===== config.mk =====
export PLATFORM = sky130hd
export DESIGN_NAME = note_sequencer
export DESIGN_NICKNAME = d
export VERILOG_FILES = /design/src/rtl/note_sequencer.sv
export SDC_FILE = /design/constraint.sdc
export NUM_CORES = 1
export LEC_CHECK = 0
export ABC_AREA = 1
export CAP_MARGIN = 5
export CELL_PAD_IN_SITES_DETAIL_PLACEMENT = 1
export CELL_PAD_IN_SITES_GLOBAL_PLACEMENT = 1
export CORE_ASPECT_RATIO = 0.8
export CORE_MARGIN = 1.5
export CORE_UTILIZATION = 45
export DETAILED_ROUTE_END_ITERATION = 16
export PLACE_DENSITY = 0.93
export SETUP_SLACK_MARGIN = 0.02
export SLEW_MARGIN = 10
export SYNTH_ARGS = -nofsm -noshare
export SYNTH_HDL_FRONTEND = slang
export SYNTH_SLANG_ARGS = --single-unit

===== constraint.sdc =====
create_clock -name clock -period 6.3 [get_ports clock]
set_input_delay 0.63 -clock clock [delete_from_list [all_inputs] [get_ports clock]]
set_output_delay 0.63 -clock clock [all_outputs]
set_load 0.01 [all_outputs]

===== src/rtl/note_sequencer.sv =====
// Purpose: plays up to 16 stored note codes as a square wave, advancing on step ticks.
// Latency: start/step take effect on the next clock edge; buzzer toggles every HP cycles.
// Backpressure: none; writes are accepted every cycle, and step ticks in IDLE or DONE are dropped.
// Ports: clock/reset (sync, active-high); reset_current_index = start/restart; step = tick;
//        seq_length = notes to play; note_wr_* = note memory write port;
//        current_index/note_code = playing note; buzzer = piezo drive; busy/done = status.
module note_sequencer #(
  parameter int TONE_BASE  = 4000,
  parameter int NOTE_STEPS = 3
) (
  input  logic       clock,
  input  logic       reset,
  input  logic       reset_current_index,
  input  logic       step,
  input  logic [3:0] seq_length,
  input  logic       note_wr_en,
  input  logic [3:0] note_wr_addr,
  input  logic [2:0] note_wr_data,
  output logic [3:0] current_index,
  output logic [2:0] note_code,
  output logic       buzzer,
  output logic       busy,
  output logic       done
);

  localparam int SW = (NOTE_STEPS < 2) ? 1 : $clog2(NOTE_STEPS + 1);

  typedef enum logic [1:0] {IDLE, PLAY, GAP, DONE} state_t;

  state_t          state_q, state_d;
  logic [3:0]      idx_q, idx_d;
  logic [2:0]      code_q, code_d;
  logic [SW-1:0]   step_cnt_q, step_cnt_d;
  logic [15:0]     tone_q, tone_d;
  logic            buzzer_q, buzzer_d;
  logic [2:0]      mem_q [16];
  logic [2:0]      mem_d [16];

  logic [SW-1:0]   step_nxt;
  logic [3:0]      idx_inc;
  logic [15:0]     half_period;
  logic [15:0]     hp_m1;

  // Higher codes sound higher: the half-period shrinks as the code grows.
  assign half_period = 16'(TONE_BASE) * {12'd0, 4'd8 - {1'b0, code_q}};
  assign hp_m1       = half_period - 16'd1;
  assign step_nxt    = step_cnt_q + SW'(1);
  assign idx_inc     = idx_q + 4'd1;

  always_comb begin
    state_d    = state_q;
    idx_d      = idx_q;
    code_d     = code_q;
    step_cnt_d = step_cnt_q;
    tone_d     = '0;
    buzzer_d   = 1'b0;
    mem_d      = mem_q;

    if (note_wr_en) begin
      mem_d[note_wr_addr] = note_wr_data;
    end

    // Tone generator; a rest keeps the buzzer low but the step timing is unchanged.
    if (state_q == PLAY && code_q != 3'd0) begin
      if (tone_q == hp_m1) begin
        tone_d   = '0;
        buzzer_d = ~buzzer_q;
      end else begin
        tone_d   = tone_q + 16'd1;
        buzzer_d = buzzer_q;
      end
    end

    // A restart request outranks any step tick arriving in the same cycle.
    if (reset_current_index) begin
      if (seq_length != 4'd0) begin
        state_d    = PLAY;
        idx_d      = 4'd0;
        code_d     = mem_q[0];
        step_cnt_d = '0;
        tone_d     = '0;
        buzzer_d   = 1'b0;
      end else if (state_q != IDLE) begin
        state_d    = IDLE;
        step_cnt_d = '0;
      end
    end else begin
      case (state_q)
        PLAY: begin
          if (step) begin
            if (step_nxt == SW'(NOTE_STEPS)) begin
              state_d    = GAP;
              step_cnt_d = '0;
            end else begin
              step_cnt_d = step_nxt;
            end
          end
        end
        GAP: begin
          if (step) begin
            // ">=" so that shrinking seq_length mid-sequence still terminates.
            if ({1'b0, idx_q} + 5'd1 >= {1'b0, seq_length}) begin
              state_d = DONE;
            end else begin
              state_d  = PLAY;
              idx_d    = idx_inc;
              code_d   = mem_q[idx_inc];
              tone_d   = '0;
              buzzer_d = 1'b0;
            end
          end
        end
        DONE:    state_d = IDLE;
        default: ;
      endcase
    end

    // Silence outside PLAY, including the cycle we leave it.
    if (state_d != PLAY) begin
      tone_d   = '0;
      buzzer_d = 1'b0;
    end
  end

  always_ff @(posedge clock) begin
    if (reset) begin
      state_q    <= IDLE;
      idx_q      <= 4'd0;
      code_q     <= 3'd0;
      step_cnt_q <= '0;
      tone_q     <= '0;
      buzzer_q   <= 1'b0;
      mem_q      <= '{default: 3'd0};
    end else begin
      state_q    <= state_d;
      idx_q      <= idx_d;
      code_q     <= code_d;
      step_cnt_q <= step_cnt_d;
      tone_q     <= tone_d;
      buzzer_q   <= buzzer_d;
      mem_q      <= mem_d;
    end
  end

  assign current_index = idx_q;
  assign note_code     = code_q;
  assign buzzer        = buzzer_q;
  assign busy          = (state_q == PLAY) || (state_q == GAP);
  assign done          = (state_q == DONE);

endmodule


# Word level (Yosys, flattened, before mapping)
# Index checks and enable logic that the tools add are counted.
# Widths: inputs -> output; s select.
[op_classes] addsub=6 multipliers=1 div_mod_pow=0 magnitude_cmp=4 n_eq_ne=9 shift=0 muxes=44 bitwise_logic=3 reduce_logical=12
[ops] op="$mux 16" count=7
[ops] op="$bwmux 48" count=1
[ops] op="$mux 2" count=13
[ops] op="$mux 3" count=8
[ops] op="$mux 4" count=5
[ops] op="$add 16x1->16 const B" count=1
[ops] op="$eq 16x16->1" count=1
[ops] op="$sub 16x1->16 const B" count=1
[ops] op="$bmux 3 s4" count=1
[ops] op="$demux 3 s4" count=1
[ops] op="$mul 7x4->11 const A" count=1
[ops] op="$ge 5x5->1 const B" count=2
[ops] op="$not 4->5" count=2
[ops] op="$reduce_bool 2->1" count=4
[ops] op="$mux 1" count=7
[ops] op="$eq 2x2->1 const B" count=3
[ops] op="$pmux 2 s3" count=1
[ops] op="$add 4x1->5 const B" count=1
[ops] op="$ge 5x4->1" count=1
[ops] op="$lt 5x1->1 const B" count=1
[ops] op="$add 4x1->4 const B" count=1
[ops] op="$ne 2x1->1 const B" count=2
[ops] op="$reduce_and 4->1" count=1
[ops] op="$reduce_bool 4->1" count=1
[ops] op="other kinds (11)" count=12
[word_totals] regBits=76 latch_bits=0 ramBits=0 rom_bits=0 inputBits=16 out_inout_bits=10 elab_cells=101 memories=0

# Logic depth before layout (Yosys ltp)
[logic_depth] word_depth=10 ltp_mapped=20 mapped_depth_nobuf=19

# Least setup slack after synthesis
# OpenSTA, ideal clock, no wires.
[synth_timing] path_kind="flip-flop to flip-flop" start="register code_q[0] (netlist: note_code[0])" end="register tone_q[8]" setup_time_ns=0.112 t_arrival_ns=3.907 required_ns=6.188 slack_ns=2.281 stages_incl_launch_ff=21 path_buffers=2 synth_period_minus_slack_ns=4.019 path_cell_list="dfxtp_1 > buf_6 > inv_4 > ha_1 > ha_1 > fa_1 > fa_1 > ha_1 > inv_1 > nand2_1 > nand2_1 > nand2_1 > nand2_1 > nand2_1 > nand2_1 > nand2_1 > nor2_1 > nand4_2 > buf_6 > nand3_1 > nor2_2"
[synth_via] elab_chain_cells=10 word_cells_on_any_way=13 cone_classes="add/sub (2); mul (1); eq/ne (1); mux (7); reduce/logical (2)"
[synth_rtl] item="start: declaration" line="32" text="logic [2:0] code_q, code_d;"
[synth_rtl] item="start signal: assignment" line="137" text="code_q <= code_d;"
[synth_rtl] item="$sub 4x3->4" line="45" text="assign half_period = 16'(TONE_BASE) * {12'd0, 4'd8 - {1'b0, code_q}};"
[synth_rtl] item="$mul 7x4->11" line="45"
[synth_rtl] item="$sub 16x1->16" line="46" text="assign hp_m1 = half_period - 16'd1;"
[synth_rtl] item="$eq 16x16->1" line="65" text="if (tone_q == hp_m1) begin"
[synth_rtl] item="$mux 16" line="65"
[synth_rtl] item="$mux 16 *" line="64" text="if (state_q == PLAY && code_q != 3'd0) begin"
[synth_rtl] item="$mux 16" line="102" text="if ({1'b0, idx_q} + 5'd1 >= {1'b0, seq_length}) begin"
[synth_rtl] item="$mux 16" line="100" text="if (step) begin"
[synth_rtl] item="$mux 16" line="88" text="case (state_q)"
[synth_rtl] item="$mux 16 *" line="75" text="if (reset_current_index) begin"
[synth_rtl] item="end signal: assignment" line="139" text="tone_q <= tone_d;"
[synth_rtl] item="end: declaration" line="34" text="logic [15:0] tone_q, tone_d;"
# Every way passes the cells marked *; elsewhere a longest branch is shown, timed or not.
# A chain may end at the register's enable or synchronous reset.

# Worst setup path after layout
[layout_timing] start="register code_q[0] (netlist: note_code[0])" end="register tone_q[3]"
# The elaborated chain is that of the path after synthesis.

==> key figures <==
Yosys
  – FF+latch count, synth: 76
  – Syn Inst Count: 716
  – Post-synth cell types: 36
  – Synth area leader: dfxtp_1
  – Async SR Flop Fraction: 0%
  – Ys flop type: dfxtp_1
  – Mapped cell area: 0.00485 sq mm
  – Share of the synthesized area in the top cell type: 31.4%
  – Post-synth EDFFs: 0
  – Ys Warns: 0
  – Syn_nets: 768
  – Seq/Total Area, Yosys: 31.4%
  – Avg Inst Size Synth: 6.78 sq um
  – Top post-synthesis cells by area: dfxtp_1, nor2_1, nand2_1

Clocking
  – Clk slew on worst S/H paths: 60 ps
  – Root Driver: clkbuf_16
  – Cts hold-fix bufs: 0
  – Clock latency reported for the late side of the worst-skew pair: 350 ps
  – Clk sinks: 76
  – CTS tree: yes
  – Setup Buffers After CTS: 0
  – Num CTS Buffers: 9
  – H-tree depth: 3
  – CTS Buffer Depth: 2
  – Post-cts resize count: 0

Setup path
  – CP endpoint: tone_q[3]
  – Crit Path Category: register to register
  – CP endpoint kind: register
  – Req. time, crit path: 6530 ps
  – Reg2reg start: note_code[0]
  – Crit path launch type: register
  – Critical path startpoint: note_code[0]
  – R2R cell count: 18
  – Reg-to-Reg End: tone_q[3]
  – WP data arrival: 5070 ps
  – Max FO, Critical Path: 14
  – R2r setup slk: 1450 ps

Layout
  – Area grow syn2layout: 13.6%
  – Post-Route Utilization: 53.2%
  – # fillers: 1362
  – Ant diodes: 0
  – Share of layout cells above drive strength 1: 6.64%
  – Final layout net count: 785

Die
  – Die X: 119 um
  – Starting Density: 46.8%
  – Core ar.: 0.0104 sq mm
  – Die footprint: 0.0114 sq mm
  – Row Count: 33
  – Die H: 95.9 um
  – IO Count: 26

Power
  – Maximum VDD drop: 0.116 mV
  – P per Cell Area: 268 mW/mm^2
  – P_leak: 2.28 nW

STA
  – Setup Skew: 8.19 ps
  – Measured slew at the worst slew-check pin: 1010 ps
  – Post-layout min period: 4850 ps
  – Endpoints failing setup: 0
  – Period utilization: 76.9%
  – Unrepaired setup endpoints after global routing: false
  – F_max: 206 MHz
  – Max Transition Viols Final: 0
  – Setup TNS: 0 ps
  – Final hold vios: 0
  – Max_slew headroom: 32.7%

Status
  – Outcome: finished, final reports clean

Global route
  – Initial antenna violation count: 0
  – GRT Residual Overflow: 0
  – Largest net degree at the start of global routing: 53
  – Met2 Usage GRT: 50.5%
  – Gr busiest metal: met2
  – Vias in the first global route: 5295
  – GR Layer Usage met3: 6.81%
  – GRT Util Overall: 29.4%
  – GRT met1 Usage: 34.8%
  – First-pass GRT wire length: 26200 um

Route
  – DRC Markers: 0
  – Vias: 4984
  – Initial DRC Count: 380
  – Drt wl/cell: 18.1 um
  – Post-Route WL: 15900 um
  – Detail Route Antenna Nets: 0
  – Post-DR vias/cell: 5.68
  – Router iterations before antenna repair: 4

Placement
  – Final GP Congestion: 0.859
  – Port bufs: 25
  – DP Wirelength: 10700 um

Flow run
  – Max cap viols: 0

Min path
  – Worst min-delay path category: register to register
through the flow:
step                      cell area, sq um  hold slack, ps  instances  worst slack, ps  power, mW
final                                 5510             456        878             1450       1.48
after global routing                  5510             476        878             1070       1.56
after CTS                             5510             458        878             1460       1.48
after detailed placement              5180             448        862             1550      0.883
after global placement                5180             442        862             1870      0.855
after floorplan                       4850             429        716             2280      0.784
synthesized netlist by cell type, types with 4 or more instances:
cell type and instances:
nand4_1 5, o21ai_0 76, buf_2 4, clkbuf_1 11
a21oi_1 41, xnor2_1 6, xor2_1 7, dfxtp_1 76
nand3_1 64, buf_6 4, nand2_1 109, ha_1 29
nor2_1 117, nor2_2 12, fa_1 7, nor3_1 12
inv_1 97, o211ai_1 12
critical path, cell delays in order, from the launching register on:
cell,delay (ps)
dfxtp_1,770
inv_4,140
ha_1,340
ha_1,450
fa_1,730
fa_1,470
ha_1,360
inv_1,70
nand2_1,70
nand2_1,110
nand2_1,90
nand2_1,70
nand2_1,60
nand2_1,90
nand2_1,60
nor2_1,150
nand4_2,370
nand3b_1,270
nor2_1,50
sequential cells by signal, summed over array words and instances, names as in the netlist:
signal / count
buzzer: 1
step_cnt_q: 2
state_q: 2
note_code: 3
current_index: 4
mem_q: 48
tone_q: 16
kinds of logic after synthesis:
family	after synthesis	synth area share [%]
flip-flops	76	31.4
AO/OA/AOI/OAI	134	14.8
buffers and inverters	123	10.4
XOR/XNOR	14	2.68
adder cells (fa/ha/maj)	36	10.4
AND/OR/NAND/NOR	333	30.4
where the power goes:
| part | internal [mW] | switching [mW] |
|---|---|---|
| logic | 0.137 | 0.252 |
| clock network | 0.362 | 0.228 |
| registers | 0.490 | 0.00847 |
| total | 0.989 | 0.488 |
layout by cell type (no fill, tap or decap), drive strengths merged:
cell and n:
or2 1, xnor2 6, bufinv 2, inv 104
nand3 66, clkdlybuf4s50 25, buf 2, a21boi 1
nor4 3, o211ai 12, nand2 112, nor3 12
ha 29, dfxtp 76, fa 7, nand3b 1
o21ai 79, a21oi 42, nor2 132, clkinv 2
nand4 6, clkbuf 10, xor2 8
layout make-up:
class	instances	area, sq um	share of cell area (%)
multi-input cells	517	2830	51.3
well taps	140	175	3.18
flip-flops and latches	76	1520	27.6
clock buffers	10	239	4.34
clock inverters	6	95.1	1.73
inverters	102	388	7.04
repair buffers	27	265	4.81
routing by layer:
metal  vias up  share of wire (%)  routed length, um
li1       2338                  -                  -
met1      2393                 43               6890
met2       198                 47               7430
met3        55                6.1                965
met4         0                3.6                578
met5         -                  0                  0
worst min-delay path by stage:
stage	start	end	cells past startpoint
final	mem_q[4]	mem_q[4]	2
after global routing	mem_q[3]	mem_q[3]	2
after CTS	mem_q[3]	mem_q[3]	2
after detailed placement	mem_q[4]	mem_q[4]	2
after global placement	mem_q[16]	mem_q[16]	2
after floorplan	mem_q[3]	mem_q[3]	2
(Power assumes the default switching activity.)
